==> config.mk <==
export PLATFORM = sky130hd
export DESIGN_NAME = pwm_generator_mc_flat
export DESIGN_NICKNAME = d
export VERILOG_FILES = /design/src/rtl/pwm_generator_mc_if.sv /design/src/rtl/pwm_generator_mc.sv /design/src/flat_wrapper.sv
export SDC_FILE = /design/constraint.sdc
export NUM_CORES = 1
export LEC_CHECK = 0
export CORE_MARGIN = 5
export CORE_UTILIZATION = 40
export CTS_BUF_LIST = sky130_fd_sc_hd__clkbuf_16
export DETAILED_ROUTE_END_ITERATION = 8
export PLACE_DENSITY = 0.53
export SETUP_SLACK_MARGIN = 0.5
export SLEW_MARGIN = 30
export SYNTH_ARGS = -nofsm -noshare
export SYNTH_HDL_FRONTEND = slang
export SYNTH_SLANG_ARGS = --single-unit
==> constraint.sdc <==
create_clock -name clk -period 22.3 [get_ports clk]
set_input_delay 2.23 -clock clk [delete_from_list [all_inputs] [get_ports clk]]
set_output_delay 2.23 -clock clk [all_outputs]
set_load 0.02 [all_outputs]
==> src/rtl/pwm_generator_mc_if.sv <==
// pwm_generator_mc_if
// Shared host write port for the multi-channel PWM generator.
//   in     : write data (period, duty or ctrl bits)
//   addr   : channel select for the write
//   sel    : register select (00 duty, 01 period, 10 ctrl, 11 reserved)
//   wr_en  : write strobe, at most one write per cycle
//   sync   : one-cycle pulse restarting every channel counter
// master modport = host side, slave modport = PWM generator side.
interface pwm_generator_mc_if #(
  parameter int WIDTH = 12,
  parameter int AW    = 2
);
  logic [WIDTH-1:0] in;
  logic [AW-1:0]    addr;
  logic [1:0]       sel;
  logic             wr_en;
  logic             sync;

  modport master (output in, addr, sel, wr_en, sync);
  modport slave  (input  in, addr, sel, wr_en, sync);
endinterface

==> src/rtl/pwm_generator_mc.sv <==
// pwm_generator_mc
// NUM_CH independent PWM channels programmed through one shared write port.
// Period and duty are double-buffered: writes land in shadow registers and
// are copied to the active registers on a load event (period boundary, sync,
// or continuously while the channel is disabled). Ctrl bits act immediately.
// Ports:
//   clk        : system clock, rising edge
//   rst_n      : asynchronous reset, active HIGH despite the name
//   bus        : host write port (pwm_generator_mc_if.slave)
//   pwm_out    : registered PWM outputs, bit i = channel i
//   period_end : registered one-cycle pulse after each channel boundary
module pwm_generator_mc #(
  parameter int NUM_CH = 4,
  parameter int WIDTH  = 12,
  parameter int AW     = 2
) (
  input  logic                 clk,
  input  logic                 rst_n,
  pwm_generator_mc_if.slave    bus,
  output logic [NUM_CH-1:0]    pwm_out,
  output logic [NUM_CH-1:0]    period_end
);

  typedef enum logic {DIR_UP, DIR_DOWN} dir_t;

  localparam logic [WIDTH-1:0] ONE = WIDTH'(1);
  localparam logic [WIDTH-1:0] TWO = WIDTH'(2);

  logic [WIDTH-1:0] sh_period_q  [NUM_CH];
  logic [WIDTH-1:0] sh_period_d  [NUM_CH];
  logic [WIDTH-1:0] sh_duty_q    [NUM_CH];
  logic [WIDTH-1:0] sh_duty_d    [NUM_CH];
  logic [WIDTH-1:0] act_period_q [NUM_CH];
  logic [WIDTH-1:0] act_period_d [NUM_CH];
  logic [WIDTH-1:0] act_duty_q   [NUM_CH];
  logic [WIDTH-1:0] act_duty_d   [NUM_CH];
  logic [WIDTH-1:0] cnt_q        [NUM_CH];
  logic [WIDTH-1:0] cnt_d        [NUM_CH];
  logic [2:0]       ctrl_q       [NUM_CH];
  logic [2:0]       ctrl_d       [NUM_CH];
  dir_t             dir_q        [NUM_CH];
  dir_t             dir_d        [NUM_CH];

  logic [NUM_CH-1:0] pwm_q, pwm_d;
  logic [NUM_CH-1:0] pe_q, pe_d;
  logic [NUM_CH-1:0] running, boundary, load;
  logic              wr_hit;

  // Writes to non-existent channels or the reserved register are dropped.
  assign wr_hit = bus.wr_en && (32'(bus.addr) < 32'(NUM_CH)) && (bus.sel != 2'b11);

  // Shadow and ctrl register updates from the host port.
  always_comb begin
    for (int ch = 0; ch < NUM_CH; ch++) begin
      sh_period_d[ch] = sh_period_q[ch];
      sh_duty_d[ch]   = sh_duty_q[ch];
      ctrl_d[ch]      = ctrl_q[ch];
      if (wr_hit && (bus.addr == AW'(ch))) begin
        case (bus.sel)
          2'b00:   sh_duty_d[ch]   = bus.in;
          2'b01:   sh_period_d[ch] = bus.in;
          2'b10:   ctrl_d[ch]      = bus.in[2:0];
          default: ;
        endcase
      end
    end
  end

  // Per-channel status: is the counter running, is this the boundary cycle,
  // and does the active register set reload on this edge.
  // Centre mode with P=2 peaks at 1 and returns straight to 0, so the peak
  // itself is the boundary; with P=1 every cycle is a boundary.
  always_comb begin
    running  = '0;
    boundary = '0;
    load     = '0;
    for (int ch = 0; ch < NUM_CH; ch++) begin
      running[ch] = ctrl_q[ch][0] && (act_period_q[ch] != '0);
      if (ctrl_q[ch][2]) begin
        if (act_period_q[ch] == ONE)
          boundary[ch] = running[ch];
        else if (dir_q[ch] == DIR_DOWN)
          boundary[ch] = running[ch] && (cnt_q[ch] == ONE);
        else
          boundary[ch] = running[ch] && (act_period_q[ch] == TWO) &&
                         (cnt_q[ch] == ONE);
      end else begin
        boundary[ch] = running[ch] && (cnt_q[ch] == act_period_q[ch] - ONE);
      end
      load[ch] = !ctrl_q[ch][0] || bus.sync || boundary[ch];
    end
  end

  // Counter / direction next state and registered output levels.
  // A load always takes the shadow value present before this edge, so a
  // write landing on the same edge only appears at the following load.
  always_comb begin
    pwm_d = '0;
    pe_d  = '0;
    for (int ch = 0; ch < NUM_CH; ch++) begin
      act_period_d[ch] = act_period_q[ch];
      act_duty_d[ch]   = act_duty_q[ch];
      cnt_d[ch]        = cnt_q[ch];
      dir_d[ch]        = dir_q[ch];

      pwm_d[ch] = running[ch] ? ((cnt_q[ch] < act_duty_q[ch]) ^ ctrl_q[ch][1])
                              : ctrl_q[ch][1];
      pe_d[ch]  = running[ch] && (bus.sync || boundary[ch]);

      if (load[ch]) begin
        act_period_d[ch] = sh_period_q[ch];
        act_duty_d[ch]   = sh_duty_q[ch];
        cnt_d[ch]        = '0;
        dir_d[ch]        = DIR_UP;
      end else if (running[ch]) begin
        if (!ctrl_q[ch][2]) begin
          cnt_d[ch] = cnt_q[ch] + ONE;
          dir_d[ch] = DIR_UP;
        end else if (dir_q[ch] == DIR_DOWN) begin
          cnt_d[ch] = cnt_q[ch] - ONE;
        end else if (cnt_q[ch] == act_period_q[ch] - ONE) begin
          cnt_d[ch] = cnt_q[ch] - ONE;
          dir_d[ch] = DIR_DOWN;
        end else begin
          cnt_d[ch] = cnt_q[ch] + ONE;
        end
      end else begin
        cnt_d[ch] = '0;
        dir_d[ch] = DIR_UP;
      end
    end
  end

  always_ff @(posedge clk or posedge rst_n) begin
    if (rst_n) begin
      for (int ch = 0; ch < NUM_CH; ch++) begin
        sh_period_q[ch]  <= '0;
        sh_duty_q[ch]    <= '0;
        act_period_q[ch] <= '0;
        act_duty_q[ch]   <= '0;
        cnt_q[ch]        <= '0;
        ctrl_q[ch]       <= '0;
        dir_q[ch]        <= DIR_UP;
      end
      pwm_q <= '0;
      pe_q  <= '0;
    end else begin
      for (int ch = 0; ch < NUM_CH; ch++) begin
        sh_period_q[ch]  <= sh_period_d[ch];
        sh_duty_q[ch]    <= sh_duty_d[ch];
        act_period_q[ch] <= act_period_d[ch];
        act_duty_q[ch]   <= act_duty_d[ch];
        cnt_q[ch]        <= cnt_d[ch];
        ctrl_q[ch]       <= ctrl_d[ch];
        dir_q[ch]        <= dir_d[ch];
      end
      pwm_q <= pwm_d;
      pe_q  <= pe_d;
    end
  end

  assign pwm_out    = pwm_q;
  assign period_end = pe_q;

endmodule

==> src/flat_wrapper.sv <==
// flat-port wrapper written by rule: the top's interface ports become plain ports
module pwm_generator_mc_flat 
#(
  parameter int NUM_CH = 4,
  parameter int WIDTH  = 12,
  parameter int AW     = 2
)
  (clk, rst_n, pwm_out, period_end, bus_in, bus_addr, bus_sel, bus_wr_en, bus_sync);
  pwm_generator_mc_if #(.WIDTH(WIDTH), .AW(AW)) bus_i ();
  input  logic clk;
  input  logic rst_n;
  output logic [NUM_CH-1:0] pwm_out;
  output logic [NUM_CH-1:0] period_end;
  input wire logic [$bits(bus_i.in)-1:0] bus_in;
  input wire logic [$bits(bus_i.addr)-1:0] bus_addr;
  input wire logic [$bits(bus_i.sel)-1:0] bus_sel;
  input wire logic [$bits(bus_i.wr_en)-1:0] bus_wr_en;
  input wire logic [$bits(bus_i.sync)-1:0] bus_sync;
  assign bus_i.in = bus_in;
  assign bus_i.addr = bus_addr;
  assign bus_i.sel = bus_sel;
  assign bus_i.wr_en = bus_wr_en;
  assign bus_i.sync = bus_sync;
  pwm_generator_mc #(.NUM_CH(NUM_CH), .WIDTH(WIDTH), .AW(AW)) u_core (.clk(clk), .rst_n(rst_n), .bus(bus_i), .pwm_out(pwm_out), .period_end(period_end));
endmodule
==> reports/qor.yml, run 1 <==
status:
  status: "complete, no violations"
global_routing:
  first_global_vias: 10190
  grt_use_met2_pct: 27.06
  busiest_layer: "met2"
  grt.total_usage_pct: 16.73
  grt_pass1_wl_um: 56130
  use_met3_pct: 2.230
  grt_max_degree: 125
  grt-ovfl-total: 0
  use_met1_pct: 23.97
  antenna_found_initial: 2
worst_setup_path:
  cp.required_ns: 22.74
  endpoint: "u_core.act_duty_q[8]"
  rrSetupSlack_ns: 18.36
  cp_top_family: "buffers and inverters"
  cp.depth: 4
  endpoint_kind: "flop"
  crit_fanout: 20
  cp.buffers_inverters: 2
  startpoint: "bus_sync"
  r2r-end: "u_core.act_period_q[39]"
  startpoint_type: "primary input"
  slowest_stage: "clkdlybuf4s50_1"
  reg2reg_depth: 10
  critPathKind: "primary input to flop"
  arrival_ns: 4.51
  worstPathCellList: "clkdlybuf4s50_1, nor4b_4, buf_4, mux2_2"
  r2r-start: "u_core.act_period_q[36]"
  critPathMaxStageDelay_ns: 0.88
die:
  die_y_um: 201.8
  core_um2: 36430
  die_area_um2: 40730
  rows: 70
  initial_core_util_pct: 40.39
  ios: 28
  die_w_um: 201.8
place:
  gp_congestion: 0.8401
  dp_slack_ns: 17.65
  portBuffers: 27
  dpl.cell_count: 1797
  place_hpwl_um: 23640
clock_network:
  holdBufCountCts: 0
  ctsLongestPathBuffers: 3
  cts_tree: "done"
  cts.repair.resized: 0
  cts.sinks: 264
  cts.clk_slew.worst_paths_ns: 0.06
  postCtsSetupBuffers: 0
  cts_made_buffers: 29
  cts_root_buf: "clkbuf_16"
  htree_levels: 1
  clk_latency_ns: 0.56
cells_and_area:
  syn_to_final_growth_pct: 10.95
  layout.nets: 1452
  fin_util_pct: 44.81
  fin_cells: 1852
  layout_commonest_cell: "dfrtp_1"
  layout-drive-gt1-share_pct: 18.29
  most-common-layout-cells: "dfrtp_1 (264), mux2_2 (173), inv_1 (103), ha_1 (72), nor2_1 (67)"
timing:
  min_period_ns: 4.069
  setup_viol: 0
  finClkSkew_ns: 0.007914
  finalHoldViolCount: 0
  period_share_pct: 18.25
  fmax_mhz: 245.7
  finalMaxSlewViolations: 0
  whs_ns: 0.4754
  relSlewSlack_pct: 39.46
  tightest_slew_ns: 0.8998
  rsz0062_at_grt: "no"
  setup_ws_ns: 18.23
  tns_ns: 0
drt:
  drt_pass1_iterations: 5
  avgRoutedWirePerCell_um: 18.70
  ant_nets: 0
  drc: 0
  avgViaCountPerCell: 5.571
  dr.first_iter.drc_count: 597
  vias: 10320
  routed_wl_um: 34630
logic_synthesis:
  synth_area_um2: 14720
  syn_area_per_cell_um2: 10.90
  synth_cell_types: 77
  synth_cells: 1350
  synthArstFlopShare_pct: 100.0
  synthesis.nets: 1442
  yosysWarnings: 0
  ys_seq_area_share_pct: 44.89
  ys_ff_latch: 264
  synth_edf_count: 0
  ys.flop_type: "dfrtp_1"
power:
  p_leak_uw: 0.007169
  ir_drop_uv: 56.58
  power-per-cell-area_nw_per_um2: 95.74
min_path:
  min_path_cells: 1
  hp-class: "flop to flop"
job:
  drv_cap: 0
## layout make-up
class	instances	area [µm²]
diodes	1	2.502
clock buffers	29	725.7
clock inverters	25	195.2
fillers	3447	20110
inverters	97	376.6
multi-input cells	934	7511
flip-flops and latches	264	6606
well taps	468	585.6
repair buffers	34	325.3
## metal layers
layer | part of all wire (%) | wire length, µm
met5 | 0 | 0
met3 | 4.0 | 1378
met1 | 48 | 16470
met4 | 2.3 | 805
met2 | 46 | 15980
## worst register-to-register path, cell delays in order (launching register included)
cell	delay [ns]
dfrtp_1	0.60
inv_1	0.16
ha_1	0.33
or3_1	0.32
or3_1	0.35
a2111o_1	0.40
a21o_1	0.24
nor3_4	0.28
mux2_2	0.23
a211o_2	0.50
mux2_2	0.41
## cells by family (layout without fill, tap and decap cells)
| logic type | after synthesis | count (layout) | synth area share, % |
|---|---|---|---|
| flip-flops | 264 | 264 | 44.89 |
| buffers and inverters | 152 | 185 | 4.242 |
| AO/OA/AOI/OAI | 199 | 199 | 10.06 |
| other | 0 | 1 | 0 |
| adder cells (fa/ha/maj) | 72 | 72 | 6.121 |
| AND/OR/NAND/NOR | 379 | 379 | 14.31 |
| XOR/XNOR | 74 | 74 | 4.404 |
| multiplexers | 210 | 210 | 15.98 |
## sequential cells by signal, indices dropped and copies added, names as in the netlist
signal	cells
u_core.act_duty_q	48
u_core.act_period_q	48
u_core.sh_period_q	48
u_core.ctrl_q	12
u_core.pwm_out	4
u_core.period_end	4
u_core.dir_q	4
u_core.sh_duty_q	48
u_core.cnt_q	48
## cells in the mapped netlist (all sizes together) (11+ instances only)
cell type / n / area share, %
dfrtp: 264 / 45
mux2: 199 / 15
inv: 96 / 2.4
ha: 72 / 6.1
nor2: 70 / 1.8
xnor2: 51 / 3.0
nand2: 45 / 1.1
nand3: 45 / 1.5
nor3: 41 / 1.5
clkbuf: 36 / 0.92
a21oi: 33 / 1.1
o21ai: 33 / 1.1
a21o: 30 / 1.5
nand4: 28 / 1.2
nor3b: 24 / 1.2
nor4: 23 / 1.0
xor2: 23 / 1.4
buf: 19 / 0.85
or3: 19 / 0.81
and3: 17 / 0.74
nand2b: 15 / 0.64
o2111ai: 13 / 0.77
o211ai: 13 / 0.66
mux2i: 11 / 0.75
or4: 11 / 0.64
## where the power goes
group          total [µW]  internal [µW]  switching, µW
combinational         405            203            202
clock                 467            270            197
sequential            691            589            102
total                1560           1060            502
## through the flow
stage | power (µW) | cell area (µm²)
after floorplan | 994.8 | 14720
after global placement | 1095 | 15390
after detailed placement | 1107 | 15390
after CTS | 1585 | 16310
after global routing | 1662 | 16330
final | 1563 | 16330
## worst min path at each step
stage                                  endpoint            startpoint  slack [ns]
final                     u_core.act_duty_q[26]  u_core.sh_duty_q[26]        0.48
after global routing      u_core.act_duty_q[26]  u_core.sh_duty_q[26]        0.48
after CTS                 u_core.act_duty_q[26]  u_core.sh_duty_q[26]        0.48
after detailed placement  u_core.act_duty_q[26]  u_core.sh_duty_q[26]        0.47
after global placement    u_core.act_duty_q[27]  u_core.sh_duty_q[27]        0.46
after floorplan               u_core.pwm_out[0]     u_core.ctrl_q[10]        0.44
Power figures use the tool's default switching activity.
==> inputs of run 2 (changes only) <==
- clock period: 22.3 -> 4.1 ns (I/O delays scaled with it)
==> run 2 against run 1 <==
Net effect:
- register-to-register slack worse by 18 ns
- wire length down 0.74%
- critical path depth is 7 higher
- largest power group unchanged
==> reports/qor.yml, run 2 (synthesis gave the netlist of run 1 again) <==
power:
  ir_drop_uv: 375.2
  p_leak_uw: 0.007213
  intPower_uw: 5669
  power_switching_uw: 2682
  power-per-cell-area_nw_per_um2: 510.0
  power.share.switching_pct: 32.12
  seq_power_share_pct: 44.8
  combPwrFrac_pct: 27.1
  p_clk_share_pct: 28.1
clock_network:
  cts.sinks: 264
  cts_root_buf: "clkbuf_16"
  clk_latency_ns: 0.57
  htree_levels: 1
  cts_made_buffers: 29
  cts_tree: "done"
  ctsLongestPathBuffers: 3
  cts.clk_slew.worst_paths_ns: 0.06
place:
  dp_slack_ns: 0.4375
  portBuffers: 27
  dpl.cell_count: 1812
  place_hpwl_um: 23990
  gp_congestion: 0.8606
timing:
  relSlewSlack_pct: 37.00
  finClkSkew_ns: 0.01627
  tightest_slew_ns: 0.9420
  tns_ns: 0
  rsz0062_at_grt: "no"
  setup_viol: 0
  finalHoldViolCount: 0
  min_period_ns: 3.331
  finalMaxSlewViolations: 0
  period_share_pct: 81.25
  fmax_mhz: 300.2
  setup_ws_ns: 0.7688
drt:
  routed_wl_um: 34380
  dr.first_iter.drc_count: 557
  avgRoutedWirePerCell_um: 18.45
  ant_nets: 0
  drc: 0
  drt_pass1_iterations: 5
  vias: 10220
  avgViaCountPerCell: 5.488
die:
  rows: 70
  initial_core_util_pct: 40.39
  die_area_um2: 40730
  die_w_um: 201.8
  core_um2: 36430
  die_y_um: 201.8
  ios: 28
global_routing:
  grt_use_met2_pct: 27.94
  grt_max_degree: 80
  use_met1_pct: 23.39
  grt-ovfl-total: 0
  antenna_found_initial: 5
  use_met3_pct: 2.599
  busiest_layer: "met2"
  grt.total_usage_pct: 16.90
  grt_pass1_wl_um: 56220
  first_global_vias: 10240
worst_setup_path:
  worstPathCellList: "inv_1, ha_2, or3_1, or3_1, a2111o_1, a21o_1, nor3_4, mux2_2, a211o_1, buf_6, mux2_1"
  cp.buffers_inverters: 2
  arrival_ns: 3.77
  critPathMaxStageDelay_ns: 0.45
  critPathKind: "flop to flop"
  reg2reg_depth: 11
  cp.required_ns: 4.54
  cp.depth: 11
  r2r-end: "u_core.act_duty_q[38]"
  crit_fanout: 24
  path_common_cell: "or3_1"
  startpoint_type: "flop"
  cp_top_family: "simple AND/OR/NAND/NOR gates"
  r2r-start: "u_core.act_period_q[37]"
  endpoint_kind: "flop"
  slowest_stage: "dfrtp_2"
  rrSetupSlack_ns: 0.77
cells_and_area:
  regArea_um2: 6608
  layout-drive-gt1-share_pct: 18.72
  fin_cells: 1863
  fill_cells: 3469
  layout_commonest_cell: "dfrtp_1"
  multi_input_area_um2: 7513
  layout.nets: 1468
  most-common-layout-cells: "dfrtp_1 (263), mux2_2 (173), inv_1 (104), ha_1 (71), nor2_1 (69)"
  syn_to_final_growth_pct: 11.27
status:
  status: "complete, no violations"
job:
  drv_cap: 0
min_path:
  hp-class: "primary input to async pin"
[run 2: worst reg2reg max path, stage by stage, from the launching register on]
cell and delay [ns]:
dfrtp_2 0.45, inv_1 0.11, ha_2 0.23, or3_1 0.30, or3_1 0.35, a2111o_1 0.39, a21o_1 0.24, nor3_4 0.21
mux2_2 0.19, a211o_1 0.13, buf_6 0.25, mux2_1 0.38
[run 2: per-layer routing]
layer	up-vias	share of wire (%)
li1	4938	-
met1	5080	47
met2	153	47
met3	49	4.0
met4	4	1.9
met5	-	0.052
[run 2: worst max path at each step]
stage,start,endpoint,slack [ns]
2_1_floorplan,rst_n,u_core.act_duty_q[0],0.21
3_3_place_gp,u_core.act_period_q[37],u_core.act_period_q[39],0.47
3_5_place_dp,u_core.act_period_q[37],u_core.act_duty_q[38],0.44
4_1_cts,u_core.act_period_q[37],u_core.act_duty_q[44],0.57
5_1_grt,u_core.act_period_q[12],u_core.act_duty_q[16],0.51
6_report,u_core.act_period_q[37],u_core.act_duty_q[38],0.77
[run 2: area by class of cell]
type,instances,area share (%)
inverters,97,2.246
repair buffers,50,2.804
flip-flops and latches,264,40.35
well taps,468,3.576
diodes,1,0.01528
multi-input cells,934,45.89
clock buffers,29,4.432
clock inverters,20,0.6877
[run 2: through the flow]
step           utilization [%]  hold slack [ns]  area [µm²]  power, µW
6_report                 44.94           0.2396       16370       8352
5_1_grt                  44.94           0.2866       16370       8934
4_1_cts                  44.89           0.2244       16360       8467
3_5_place_dp             42.58           0.4651       15510       6064
3_3_place_gp             42.57           0.4607       15510       6001
2_1_floorplan                -           0.4411       14720       5412
[run 2: timing repair]
item | CTS | global route
setup buffers | 0 | 1
pin swaps | 0 | 1
resized for setup | 2 | 3
hold buffers | 0 | 0
setup endpoints to repair | 24 | 51
[run 2: power by group through the flow]
stage	Combinational (µW)	Clock (µW)	Sequential [µW]
4_1_cts	2290	2430	3740
5_1_grt	2550	2550	3830
6_report	2260	2350	3740
3_5_place_dp	2270	0	3790
2_1_floorplan	1820	0	3590
3_3_place_gp	2240	0	3770
==> variant 1 (flow settings as in run 2) <==
`NUM_CH` is set to 4 in 2 places; all go to 8.
--- a/src/rtl/pwm_generator_mc.sv
+++ b/src/rtl/pwm_generator_mc.sv
@@ -12,3 +12,3 @@
 module pwm_generator_mc #(
-  parameter int NUM_CH = 4,
+  parameter int NUM_CH = 8,
   parameter int WIDTH  = 12,
--- a/src/flat_wrapper.sv
+++ b/src/flat_wrapper.sv
@@ -3,3 +3,3 @@
 #(
-  parameter int NUM_CH = 4,
+  parameter int NUM_CH = 8,
   parameter int WIDTH  = 12,
Ports: changed (resized period_end and pwm_out); port bits go from 28 to 36. The function was not compared with the original's and may differ.
==> variant 1 against run 2 <==
Sequential power up 65%. Die area up 67%. Count of clock-buffer cells in the layout up 21. Utilization up 0.22 points. Clock power up 93%. Final area up 73%. Wire length up 93%. Sequential share of layout area down 3.2 points. Worst setup slack worse by 120 ps. Total power up 76%. Synthesized cell count up 77%. Synthesized area up 71%. Sequential cell count up 156.
==> variant 1: results (changes against run 2) <==
Outcome
  • Status: complete, no violations

Setup path
  • Reg2Reg Depth: 11 (unchanged)
  • Worst flop-to-flop path startpoint: u_core.act_period_q[60]$_DFFE_PP0N_
  • CP max stage cell: or4_1
  • CP Max Fanout: 15 (-38%)
  • Slowest stage delay, CP: 490 ps (+40 ps)
  • Reg2reg setup slack: 650 ps (-120 ps)
  • Worst setup endpoint: u_core.act_duty_q[64]$_DFFE_PP0N_

Clock network
  • CTS Buf Count: 50 (+72%)
  • CTS Buffer Depth: 3 (unchanged)
  • H-tree level count: 2 (+1)
  • Clk_lat worst skew: 620 ps (+50 ps)

GRT
  • First-pass GRT wire length: 107 mm (+90%)
  • GRT Overall Usage: 19.5% (+2.6 points)
  • Largest net degree at the start of global routing: 84 (+5.0%)
  • Initial antenna violation count: 4 (-1)

Synth
  • Synth unique cells: 92 (+19%)
  • Seq/Total Area, Yosys: 41.8% (-3.1 points)
  • Post-synthesis cell count: 2394 (+77%)
  • Top post-synthesis cells by area: dfrtp_1 (42%), mux2_2 (12%), ha_1 (7.2%)
  • YS warnings: 0 (unchanged)
  • Commonest cells in the netlist: dfrtp_1 (420), mux2_2 (274), inv_1 (164)

Power and ir drop
  • Worst vdd ir: 0.346 mV (-7.8%)
  • Leakage: 12.6 nW (+75%)

Timing
  • Slew HR: 36.2% (-0.78 points)
  • Clock skew: 33.7 ps (+17.5 ps)
  • F_max: 290 MHz (-3.4%)

Drt
  • Total Routed Length: 66.4 mm (+93%)
  • Pre-antenna DRT Iters: 5 (unchanged)
  • DRT iter0 DRCs: 1307 (+130%)
  • DR WL/cell: 20.1 microns (+8.8%)
  • DR vias: 18300 (+79%)

Worst hold path
  • Class of the worst hold path: in2async

Placed design
  • Placement Setup Slack: 131 ps (-306 ps)
  • Hpwl dp: 47.2 mm (+97%)
  • Port Buffers: 35 (+30%)
  • GPL Wtd Cong: 0.876 (+1.8%)
  • Placed Cells: 3214 (+77%)
  • Dpl cell area: 26400 sq um (+70%)

Layout
  • Fraction of layout cells with a size suffix above 1: 19.1% (+0.41 points)
  • Fin nets: 2587 (+76%)
  • N_diodes: 0 (-1)
==> variant 1: power by group <==
| part | internal (mW) | switching [mW] | total [mW] |
|---|---|---|---|
| clock | 2.67 | 1.86 | 4.54 |
| combinational | 2.03 | 1.98 | 4.00 |
| sequential | 5.06 | 1.11 | 6.16 |
==> variant 1: logic make-up after synthesis <==
kind of cell	synth area share, %
and+or+nand+nor	15.6
DFF	41.8
muxes	15.8
AOI/OAI and AO/OA	8.84
buffers and inverters	4.37
xor gates and xnor gates	6.34
adders and majority gates	7.17
==> variant 1: worst min path at each step <==
stage,slack (ps),to
after CTS,300,u_core.ctrl_q[3]$_DFFE_PP0P_
after floorplan,470,u_core.act_period_q[11]$_DFFE_PP0N_
after global routing,240,u_core.sh_period_q[89]$_DFFE_PP0P_
after global placement,490,u_core.act_duty_q[37]$_DFFE_PP0N_
after detailed placement,490,u_core.act_duty_q[16]$_DFFE_PP0N_
final,230,u_core.sh_period_q[89]$_DFFE_PP0P_
==> variant 1: final cells by class <==
type / instances / area, sq um
fill: 5935 / 34300
tap: 846 / 1060
multi-input combinational: 1713 / 13700
inverter: 165 / 623
sequential: 420 / 10500
clock buffer: 50 / 1250
timing repair buffer: 73 / 721
clock inverter: 41 / 423
==> variant 1: metal layers <==
layer | vias up | wire, microns | GRT usage [%]
met5 | - | 0 | 0
met2 | 366 | 30600 | 31.3
met4 | 0 | 1510 | 5.03
met1 | 9193 | 31800 | 28.0
met3 | 99 | 2510 | 2.75
li1 | 8634 | - | -
==> variant 1: timing repair <==
action | in CTS | in global routing
setup endpoints to repair | 50 | 130
gates cloned | 0 | 1
pin swaps | 0 | 2
hold endpoints to repair | 0 | 0
hold buffers | 0 | 0
gates resized for setup | 5 | 24
==> variant 2 (settings of run 2) <==
Made on the original files. The output `period_end` loses its register stage (`pe_q` becomes a continuous assignment).
--- a/src/rtl/pwm_generator_mc.sv
+++ b/src/rtl/pwm_generator_mc.sv
@@ -145,3 +145,2 @@
       pwm_q <= '0;
-      pe_q  <= '0;
     end else begin
@@ -157,5 +156,6 @@
       pwm_q <= pwm_d;
-      pe_q  <= pe_d;
     end
   end
+
+  assign pe_q = pe_d;
 
Check against the original RTL: not equivalent (Yosys sat finds a counterexample within 4 cycles, from zero or initial values and one cycle with rst_n high).
==> variant 2 against run 2 <==
Total power increased by 3.3%. Wire length fell by 2.3%. Worst setup slack got worse by 150 ps. Sequential share of layout area decreased by 0.68 points. Final area rose by 0.27%. Global-route usage down 0.22 points. Fmax down 4.4%. Sequential cell count is 4 lower. Synthesized area down 1.3%. Highest routed layer is now met4.
==> variant 2: results (changes against run 2) <==
Layout
  • Filler cell count: 3385 (-2.4%)
  • Fin nets: 1419 (-3.3%)
  • Multi-input gate area: 7570 sq um (+0.80%)
  • Layout Cells excl Fill: 1813 (-2.7%)

Drt
  • Total Routed Length: 33.6 mm (-2.3%)
  • DRT iter0 DRCs: 458 (-18%)
  • Via density: 5.32 (-3.1%)
  • Pre-antenna DRT Iters: 4 (-1)

Setup path
  • CP Max Fanout: 4 (-83%)
  • Arrival @ worst endpoint: 3070 ps (-700 ps)
  • Slowest stage delay, CP: 560 ps (+110 ps)
  • Reg2Reg Depth: 12 (+1)
  • Worst flop-to-flop path startpoint: u_core.act_period_q[1]$_DFFE_PP0N_
  • Critical Path Source: u_core.act_period_q[0]$_DFFE_PP0N_
  • Crit Reg-Reg Endpoint: u_core.act_duty_q[10]$_DFFE_PP0N_
  • CP max stage cell: or4_4
  • Worst setup endpoint: period_end[3]

GRT
  • GRT Overall Usage: 16.7% (-0.22 points)
  • First-pass GRT wire length: 55.0 mm (-2.1%)
  • Largest net degree at the start of global routing: 103 (+29%)
  • Vias in the first global route: 9873 (-3.6%)
  • Initial antenna violation count: 3 (-2)

Placed design
  • Dpl cell area: 15300 sq um (-1.7%)
  • Placement Setup Slack: 510 ps (+72.6 ps)
  • GPL Wtd Cong: 0.856 (-0.56%)
  • Hpwl dp: 23.0 mm (-4.0%)
  • Placed Cells: 1748 (-3.5%)

Synth
  • Synth unique cells: 78 (+1.3%)
  • Top post-synthesis cells by area: dfrtp_1 (45%), mux2_2 (12%), ha_1 (6.2%)
  • Seq/Total Area, Yosys: 44.8% (-0.082 points)
  • Avg Inst Size Synth: 11.2 sq um (+2.7%)

Power and ir drop
  • Worst vdd ir: 0.371 mV (-1.1%)
  • Leakage: 7.47 nW (+3.5%)
  • Sw power: 2.66 mW (-0.73%)

Clock network
  • Post-CTS setup buffer count: 4 (+4)
  • CTS Buf Count: 30 (+3.4%)
  • CTS resizes: 29 (+27)

Timing
  • Hold slack final: 326 ps (+86.6 ps)
  • Clock skew: 12.2 ps (-4.11 ps)
  • Slew HR: 40.8% (+3.8 points)

Outcome
  • Status: complete, no violations
-- variant 2: power groups by stage --
stage	logic, mW	registers, mW	clock network, mW
after floorplan	1.80	3.54	0
after global placement	2.20	3.68	0
final	2.30	3.66	2.67
after global routing	2.57	3.75	2.87
after CTS	2.29	3.66	2.76
after detailed placement	2.23	3.70	0
-- variant 2: cell families (layout without fill, tap and decap cells) --
| family | count (synthesis) | after routing | share of synthesized area [%] |
|---|---|---|---|
| simple gates | 368 | 368 | 13.1 |
| flops | 260 | 260 | 44.8 |
| mux | 230 | 230 | 18.6 |
| compound gates | 134 | 134 | 7.11 |
| buf+inv | 131 | 184 | 3.96 |
| xor+xnor | 102 | 102 | 6.15 |
| fa+ha+maj | 72 | 72 | 6.20 |
| other cells | 0 | 2 | 0 |
-- variant 2: per-layer routing --
layer  part of all wire (%)  vias to the layer above  wire length, microns  track usage, %
met5                      0                        -                     0               0
met4                    2.1                        0                   719            3.64
met3                    2.9                       44                   982            2.44
met2                     46                      124                 15600            27.4
met1                     49                     4825                 16300            23.6
li1                       -                     4645                     -               -
-- variant 2: cell type report --
| class | count | share of cell area (%) |
|---|---|---|
| clock buffers | 31 | 4.72 |
| flip-flops and latches | 260 | 39.7 |
| inverters | 77 | 1.78 |
| well taps | 461 | 3.51 |
| multi-input cells | 906 | 46.1 |
| repair buffers | 52 | 2.85 |
| diodes | 2 | 0.0305 |
| clock inverters | 24 | 1.30 |
-- variant 2: worst reg2reg max path: cells and delay by family (launching register included) --
kind | cells | cell delay, ps
simple gates | 4 | 1070
compound gates | 2 | 280
flops | 1 | 450
mux | 1 | 410
buf+inv | 3 | 670
xor+xnor | 1 | 140
fa+ha+maj | 1 | 170
